[config.mk]
export PLATFORM = sky130hd
export DESIGN_NAME = pipe_delay_line
export DESIGN_NICKNAME = d
export VERILOG_FILES = /design/src/rtl/pipe_delay_line.sv
export SDC_FILE = /design/constraint.sdc
export NUM_CORES = 1
export LEC_CHECK = 0
export CELL_PAD_IN_SITES_DETAIL_PLACEMENT = 0
export CELL_PAD_IN_SITES_GLOBAL_PLACEMENT = 1
export CORE_MARGIN = 4
export CORE_UTILIZATION = 42
export DETAILED_ROUTE_END_ITERATION = 8
export PLACE_DENSITY = 0.81
export SYNTH_ARGS = -nofsm -noshare
export SYNTH_HDL_FRONTEND = slang
export SYNTH_SLANG_ARGS = --single-unit
[constraint.sdc]
create_clock -name clk -period 4.35 [get_ports clk]
set_input_delay 1.305 -clock clk [delete_from_list [all_inputs] [get_ports clk]]
set_output_delay 1.305 -clock clk [all_outputs]
set_load 0.02 [all_outputs]
[src/rtl/pipe_delay_line.sv]
// pipe_delay_line: DEPTH-stage registered delay line for WIDTH-bit data plus
// a valid qualifier. Every stage takes its predecessor's pre-edge value, so a
// sample captured on an enabled edge reaches the last stage after exactly
// DEPTH enabled edges. Stalls (en=0) freeze every stage; flush clears them.
//
// Ports:
//   clk        : single clock, all state updates on posedge
//   rst        : synchronous reset, active-high (highest priority)
//   en         : advance enable; 0 holds every stage and the occupancy count
//   flush      : synchronous clear of all stages (below rst, above en)
//   din_valid  : valid qualifier for din
//   din        : input data
//   tap_sel    : stage index driven onto the tap outputs (0 = first stage)
//   dout       : data of stage DEPTH-1 (registered)
//   dout_valid : valid of stage DEPTH-1 (registered)
//   tap_dout   : data of stage tap_sel (combinational mux of registers)
//   tap_valid  : valid of stage tap_sel (combinational mux of registers)
//   occupancy  : number of stages currently holding valid=1 (registered)

module pipe_delay_line #(
    parameter int unsigned WIDTH = 8,
    parameter int unsigned DEPTH = 4,
    parameter int unsigned SEL_W = 2,
    parameter int unsigned CNT_W = 3
) (
    input  logic             clk,
    input  logic             rst,
    input  logic             en,
    input  logic             flush,
    input  logic             din_valid,
    input  logic [WIDTH-1:0] din,
    input  logic [SEL_W-1:0] tap_sel,
    output logic [WIDTH-1:0] dout,
    output logic             dout_valid,
    output logic [WIDTH-1:0] tap_dout,
    output logic             tap_valid,
    output logic [CNT_W-1:0] occupancy
);

    // Configuration checks: the tap index must reach every stage and the
    // occupancy counter must be able to represent a completely full pipe.
    if (WIDTH < 1) begin : g_bad_width
        $error("pipe_delay_line: WIDTH must be >= 1");
    end
    if (DEPTH < 1) begin : g_bad_depth
        $error("pipe_delay_line: DEPTH must be >= 1");
    end
    if ((2 ** SEL_W) < DEPTH) begin : g_bad_sel_w
        $error("pipe_delay_line: SEL_W too small, need 2**SEL_W >= DEPTH");
    end
    if ((2 ** CNT_W) <= DEPTH) begin : g_bad_cnt_w
        $error("pipe_delay_line: CNT_W too small, need 2**CNT_W > DEPTH");
    end

    // Stage storage and next-state.
    logic [WIDTH-1:0] data_q [DEPTH];
    logic [WIDTH-1:0] data_d [DEPTH];
    logic [DEPTH-1:0] v_q;
    logic [DEPTH-1:0] v_d;
    logic [CNT_W-1:0] occ_q;
    logic [CNT_W-1:0] occ_d;

    // Next-state: flush clears, en shifts (bubbles carry their data), else hold.
    always_comb begin
        data_d = data_q;
        v_d    = v_q;
        occ_d  = occ_q;
        if (flush) begin
            for (int unsigned i = 0; i < DEPTH; i++) begin
                data_d[i] = '0;
            end
            v_d   = '0;
            occ_d = '0;
        end else if (en) begin
            data_d[0] = din;
            v_d[0]    = din_valid;
            for (int unsigned i = 1; i < DEPTH; i++) begin
                data_d[i] = data_q[i-1];
                v_d[i]    = v_q[i-1];
            end
            // One valid may enter and one may leave on the same edge.
            occ_d = occ_q + CNT_W'(din_valid) - CNT_W'(v_q[DEPTH-1]);
        end
    end

    // State registers with synchronous reset.
    always_ff @(posedge clk) begin
        if (rst) begin
            for (int unsigned i = 0; i < DEPTH; i++) begin
                data_q[i] <= '0;
            end
            v_q   <= '0;
            occ_q <= '0;
        end else begin
            for (int unsigned i = 0; i < DEPTH; i++) begin
                data_q[i] <= data_d[i];
            end
            v_q   <= v_d;
            occ_q <= occ_d;
        end
    end

    // Last stage and counter drive the outputs straight from registers.
    assign dout       = data_q[DEPTH-1];
    assign dout_valid = v_q[DEPTH-1];
    assign occupancy  = occ_q;

    // Tap mux; indices beyond the last stage read as an empty stage.
    always_comb begin
        tap_dout  = '0;
        tap_valid = 1'b0;
        for (int unsigned i = 0; i < DEPTH; i++) begin
            if (tap_sel == SEL_W'(i)) begin
                tap_dout  = data_q[i];
                tap_valid = v_q[i];
            end
        end
    end

endmodule

==> run_results.csv, run 1 <==
group,metric,value,unit
placed_design,gp_congestion,0.702,
sta,min_period,4.12,ns
sta,fin_ws,0.234,ns
placed_design,place_ws,-0.000779,ns
logic_synthesis,ys_ff_latch,39,
global_routing,grt_max_degree,42,
route,drc,0,
sta,fmax,243,MHz
cells_and_area,final_nets,202,
worst_setup_path,crit_family,"buffers and inverters",
clock_tree,cts_max_level,2,
floorplanning,die_w,72.8,um
worst_setup_path,cp-end-kind,"output port",
worst_setup_path,path_cells,"clkdlybuf4s50_1 > buf_4 > mux4_2 > dlygate4sd2_1",
worst_setup_path,cp_max_fo,3,
cells_and_area,fill_cells,387,
worst_setup_path,crit_type,"primary input to output port",
logic_synthesis,syn-num-nets,174,
placed_design,dp_hpwl,2280,um
sta,max_slew.worst_pin.slew,1.10,ns
cells_and_area,fin_area,2170,um2
worst_setup_path,arrival,2.81,ns
outcome,status,"completed",
sta,report.final.slew_viol_count,0,
logic_synthesis,ys_warn_count,0,
logic_synthesis,syn_avg_cell_area,11.3,um2
route,dr.pass1.iters,3,
route,num_vias,1153,
route,drtIter0Drc,46,
run,maxCapViolCount,0,
floorplanning,rows,23,
global_routing,track_usage,13.1,%
clock_tree,cts-root-buf,"clkbuf_8",
global_routing,grt_pass1_vias,1198,
power,power.total,0.670,mW
hold_path,worstHoldPathType,"flop to flop",
global_routing,grt_pass1_wl,5330,um
power,leakagePower,1.00,nW
logic_synthesis,ys_seq_area_share,44.3,%
power,cellPowerDensity,309,nW/um2
placed_design,io_buffers,35,
floorplanning,io_pins,36,
cells_and_area,num_antenna_cells,0,
cells_and_area,syn_to_final_growth,22.8,%
sta,rsz0062_at_grt,"no",
global_routing,grt_overflow,0,
cells_and_area,layout-drive-gt1-share,13.0,%
worst_setup_path,worst-r2r-setup-slack,2.50,ns
clock_tree,cts_buffer_depth,2,
logic_synthesis,netlist_area,1760,um2
floorplanning,dieArea,5300,um2
route,postRouteAntennaNets,0,
worst_setup_path,required,3.04,ns
sta,setup_violations,0,
sta,finalCritPeriodShare,94.6,%
route,viasPerCell,4.93,
route,avgRoutedWirePerCell,13.7,um
clock_tree,cts_tree,"yes",
clock_tree,worstSkewPairLatency,0.28,ns
worst_setup_path,worst_setup_path_start_kind,"primary input",
worst_setup_path,slowest_delay,0.51,ns
logic_synthesis,synthDistinctLibCells,18,
sta,relSlewSlack,26.6,%
sta,fin_tns_setup,0,ns
floorplanning,die_y,72.8,um
sta,finClkSkew,0.00132,ns
floorplanning,coreArea,4030,um2
sta,hold_violations,0,
clock_tree,clkTransAtPathRegs,0.07,ns
worst_setup_path,cpMaxStageDelayCell,"clkdlybuf4s50_1",
cells_and_area,final_core_util,53.8,%
power,peakVddDrop,207,uV
placed_design,placed_area,2070,um2
floorplanning,initial_core_util,43.8,%
clock_tree,cts.sinks,39,
clock_tree,tritoncts.num_buffers,5,
route,routed_wl,3200,um
clock_tree,post-cts-setup-buffers,0,
logic_synthesis,syn_inst,156,
worst_setup_path,cp.buffers_inverters,3,
global_routing,antenna_found_initial,0,
## sequential cells by signal (all words and copies together), names as in the netlist
signal     count
data_q        24
dout           8
v_q            4
occupancy      3
## worst register-to-register path, cell delays in order, from the launching register on
cell and delay, ns:
dfxtp_1 0.35, inv_1 0.05, ha_1 0.27, inv_1 0.06, ha_1 0.13, inv_1 0.05, fa_1 0.38, xor2_1 0.17
a211o_1 0.29, nand2_1 0.05
## layout by cell type, fill, tap and decap left out
| master | synthesis | final |
|---|---|---|
| a211o_1 | 1 | 1 |
| a211oi_2 | 1 | 1 |
| buf_12 | 0 | 1 |
| buf_2 | 1 | 1 |
| buf_4 | 12 | 4 |
| clkbuf_8 | 0 | 6 |
| clkdlybuf4s50_1 | 0 | 25 |
| clkinv_2 | 0 | 1 |
| dfxtp_1 | 39 | 39 |
| dlygate4sd2_1 | 0 | 3 |
| dlymetal6s2s_1 | 0 | 6 |
| fa_1 | 1 | 1 |
| ha_1 | 2 | 2 |
| inv_1 | 4 | 4 |
| mux2i_1 | 37 | 37 |
| mux4_2 | 9 | 9 |
| nand2_1 | 1 | 1 |
| nand3_1 | 1 | 1 |
| nor2_1 | 38 | 38 |
| nor3_1 | 1 | 1 |
| or2_4 | 1 | 1 |
| xor2_1 | 1 | 1 |
## layout make-up
cell class / instances / area [um2] / area share, %
clock inverter: 1 / 5.00 / 0.231
sequential: 39 / 781 / 36.0
tap: 50 / 62.6 / 2.89
timing repair buffer: 40 / 407 / 18.8
clock buffer: 6 / 82.6 / 3.81
multi-input combinational: 94 / 813 / 37.6
inverter: 4 / 15.0 / 0.693
## final timing paths
check,from,to,cells past startpoint
worst max-delay path,tap_sel[0],tap_dout[5],4
worst min-delay path,data_q[22],data_q[14],2
worst max register to register,occupancy[0],occupancy[2],9
worst min register to register,data_q[22],data_q[14],2
## report_power, final
part	internal [mW]	total (mW)	switching, mW
sequential	0.361	0.365	0.00344
clock	0.124	0.239	0.115
combinational	0.0362	0.0659	0.0297
total	0.522	0.670	0.148
## synthesized netlist by cell type
library cell,count,area share (%)
mux2i_1,37,21
fa_1,1,1.1
buf_2,1,0.28
inv_1,4,0.85
nand2_1,1,0.21
ha_1,2,1.4
a211oi_2,1,0.71
or2_4,1,0.50
buf_4,12,5.1
buf_6,5,3.2
dfxtp_1,39,44
xor2_1,1,0.50
nor3_1,1,0.28
nand3_1,1,0.28
clkbuf_1,1,0.21
nor2_1,38,8.1
mux4_2,9,11
a211o_1,1,0.50
## per-stage QoR
stage / std cells / hold slack [ns]
finish: 234 / 0.517
floorplan: 156 / 0.477
detailed placement: 227 / 0.507
global route: 234 / 0.548
global placement: 227 / 0.492
CTS: 234 / 0.523
## routing by layer
| metal | vias to the layer above | share of wire, % | GRT usage [%] |
|---|---|---|---|
| li1 | 577 | - | - |
| met1 | 546 | 42 | 14.2 |
| met2 | 24 | 51 | 23.4 |
| met3 | 6 | 5.3 | 4.68 |
| met4 | 0 | 1.2 | 4.30 |
| met5 | - | 0 | 0 |
## cells by family after synthesis
family	Yosys count	synth area share, %
muxes	46	32.5
and+or+nand+nor	42	9.36
DFF	39	44.3
buffers and inverters	23	9.64
adders and majority gates	3	2.55
AOI/OAI and AO/OA	2	1.21
xor gates and xnor gates	1	0.497
## what timing repair did
item                       in CTS  in global routing
resized for setup               3                  6
hold buffers                    0                  0
setup endpoints to repair       3                  6
(Power assumes the default switching activity.)
==> run 2, diff against run 1 <==
--- a/config.mk
+++ b/config.mk
@@ -5,6 +5,7 @@
 export SDC_FILE = /design/constraint.sdc
 export NUM_CORES = 1
 export LEC_CHECK = 0
+export ABC_CLOCK_PERIOD_IN_PS = 4350
 export CELL_PAD_IN_SITES_DETAIL_PLACEMENT = 0
 export CELL_PAD_IN_SITES_GLOBAL_PLACEMENT = 1
 export CORE_MARGIN = 4
==> results of run 2 <==
No change in the layout: final DEF, timing and power equal those of run 1.
==> run 3, diff against run 2 <==
==> config.mk (replaced) <==
export PLATFORM = sky130hd
export DESIGN_NAME = pipe_delay_line
export DESIGN_NICKNAME = d
export VERILOG_FILES = /design/src/rtl/pipe_delay_line.sv
export SDC_FILE = /design/constraint.sdc
export NUM_CORES = 1
export LEC_CHECK = 0
export ABC_CLOCK_PERIOD_IN_PS = 4700
export CELL_PAD_IN_SITES_DETAIL_PLACEMENT = 0
export CELL_PAD_IN_SITES_GLOBAL_PLACEMENT = 1
export CORE_MARGIN = 4
export CORE_UTILIZATION = 39
export DETAILED_ROUTE_END_ITERATION = 8
export PLACE_DENSITY = 0.76
export RECOVER_POWER = 50
export SYNTH_ARGS = -nofsm -noshare
export SYNTH_HDL_FRONTEND = slang
export SYNTH_SLANG_ARGS = --single-unit
==> constraint.sdc (replaced) <==
create_clock -name clk -period 4.7 [get_ports clk]
set_input_delay 1.41 -clock clk [delete_from_list [all_inputs] [get_ports clk]]
set_output_delay 1.41 -clock clk [all_outputs]
set_load 0.02 [all_outputs]
==> run_results.csv, run 3 (same netlist as run 1, synthesis figures left out) <==
group,metric,value,unit
outcome,status,"finished with violations",
outcome,violations,"capacitance limit, slew limit",
worst_setup_path,cp_max_fo,9,
run,maxCapViolCount,1,
sta,report.final.slew_viol_count,42,
clock_tree,cts_tree,"yes",
clock_tree,ctsHoldBuffers,0,
floorplanning,die_y,75.3,um
worst_setup_path,r2r-start,"occupancy[0]",
cells_and_area,final_nets,199,
cells_and_area,regMostFlops,"data_q",
placed_design,placed_area,2060,um2
worst_setup_path,cpMostUsedCell,"clkdlybuf4s50_1",
sta,max_slew.worst_pin.slew,2.74,ns
clock_tree,worstSkewPairLatency,0.28,ns
clock_tree,post-cts-setup-buffers,0,
worst_setup_path,slowest_delay,0.56,ns
worst_setup_path,crit_family,"buffers and inverters",
route,dr.pass1.iters,6,
worst_setup_path,cp-end-kind,"output port",
sta,fin_ws,0.155,ns
sta,hold_ws,0.518,ns
route,avgRoutedWirePerCell,14.5,um
hold_path,worstHoldPathType,"flop to flop",
floorplanning,initial_core_util,40.5,%
worst_setup_path,arrival,3.13,ns
route,drtIter0Drc,43,
power,power.total,0.665,mW
clock_tree,clkTransAtPathRegs,0.07,ns
cells_and_area,fin_area,2160,um2
clock_tree,cts.sinks,39,
cells_and_area,syn_to_final_growth,22.5,%
route,num_vias,1177,
power,peakVddDrop,185,uV
worst_setup_path,cp.buffers_inverters,3,
global_routing,grt_overflow,0,
route,postRouteAntennaNets,0,
worst_setup_path,r2r-end,"occupancy[2]",
placed_design,dp_hpwl,2230,um
sta,fmax,220,MHz
cells_and_area,mostFrequentLayoutCells,"39 x dfxtp_1, 38 x nor2_1, 37 x mux2i_1, 34 x clkdlybuf4s50_1, 9 x mux4_2",
cells_and_area,largest_reg_flops,24,
power,leakagePower,0.868,nW
placed_design,place_inst,226,
sta,setup_violations,0,
global_routing,antenna_found_initial,0,
global_routing,grt_max_degree,42,
sta,fin_tns_setup,0,ns
sta,rsz0062_at_grt,"no",
sta,relSlewSlack,-82.7,%
placed_design,place_ws,0.150,ns
clock_tree,tritoncts.num_buffers,5,
cells_and_area,layout_commonest_cell,"dfxtp_1",
clock_tree,cts-root-buf,"clkbuf_8",
floorplanning,dieArea,5660,um2
cells_and_area,final_core_util,49.6,%
clock_tree,cts_max_level,2,
floorplanning,coreArea,4350,um2
cells_and_area,num_antenna_cells,0,
floorplanning,die_w,75.3,um
worst_setup_path,crit_type,"primary input to output port",
worst_setup_path,path_depth,4,
cells_and_area,final_cell_count_no_fill,233,
global_routing,track_usage,12.5,%
placed_design,io_buffers,35,
worst_setup_path,crit_start,"tap_sel[1]",
route,routed_wl,3380,um
sta,hold_violations,0,
power,cellPowerDensity,308,nW/um2
worst_setup_path,path_cells,"clkdlybuf4s50_1 > buf_12 > mux4_2 > clkdlybuf4s50_1",
clock_tree,cts_resized,0,
sta,finClkSkew,0.00423,ns
placed_design,gp_congestion,0.652,
sta,finalCritPeriodShare,96.7,%
global_routing,grt_pass1_wl,5210,um
route,viasPerCell,5.05,
clock_tree,cts_buffer_depth,2,
worst_setup_path,worst_setup_path_start_kind,"primary input",
worst_setup_path,reg2reg_depth,9,
worst_setup_path,endpoint,"tap_dout[3]",
worst_setup_path,cpMaxStageDelayCell,"clkdlybuf4s50_1",
worst_setup_path,required,3.29,ns
global_routing,grt_pass1_vias,1173,
cells_and_area,layout-drive-gt1-share,10.5,%
sta,min_period,4.54,ns
floorplanning,io_pins,36,
route,drc,0,
floorplanning,rows,24,
worst_setup_path,worst-r2r-setup-slack,2.84,ns
==> run 3: worst min-delay path, delay by kind of cell, from the launching register on <==
| family | cells | cell delay (ns) |
|---|---|---|
| flops | 1 | 0.34 |
| mux | 1 | 0.07 |
| simple gates | 1 | 0.07 |
==> run 3: how the worst min path moves through the flow <==
stage / endpoint / slack, ns / from / cells past startpoint
after global routing: dout[4] / 0.56 / dout[4] / 2
after CTS: data_q[8] / 0.53 / data_q[8] / 2
after floorplan: data_q[13] / 0.48 / data_q[13] / 2
final: dout[7] / 0.52 / dout[7] / 2
after global placement: data_q[15] / 0.49 / data_q[15] / 2
after detailed placement: data_q[19] / 0.51 / data_q[19] / 2
==> run 3: layout make-up <==
type / instances / area, um2
tap: 52 / 65.1
clock buffer: 6 / 72.6
multi-input combinational: 94 / 813
fill: 374 / 2190
timing repair buffer: 37 / 384
sequential: 39 / 781
inverter: 4 / 15.0
clock inverter: 1 / 30.0
==> run 3: metal layers <==
metal / vias to the layer above / global-route usage (%) / share of wire [%]
met3: 8 / 4.14 / 5.0
met4: 0 / 6.41 / 2.0
met1: 571 / 14.1 / 43
li1: 571 / - / -
met5: - / 0 / 0
met2: 27 / 21.0 / 50
==> run 3: power by group <==
part / internal (mW) / switching [mW]
combinational: 0.0355 / 0.0285
clock: 0.156 / 0.107
sequential: 0.334 / 0.00328
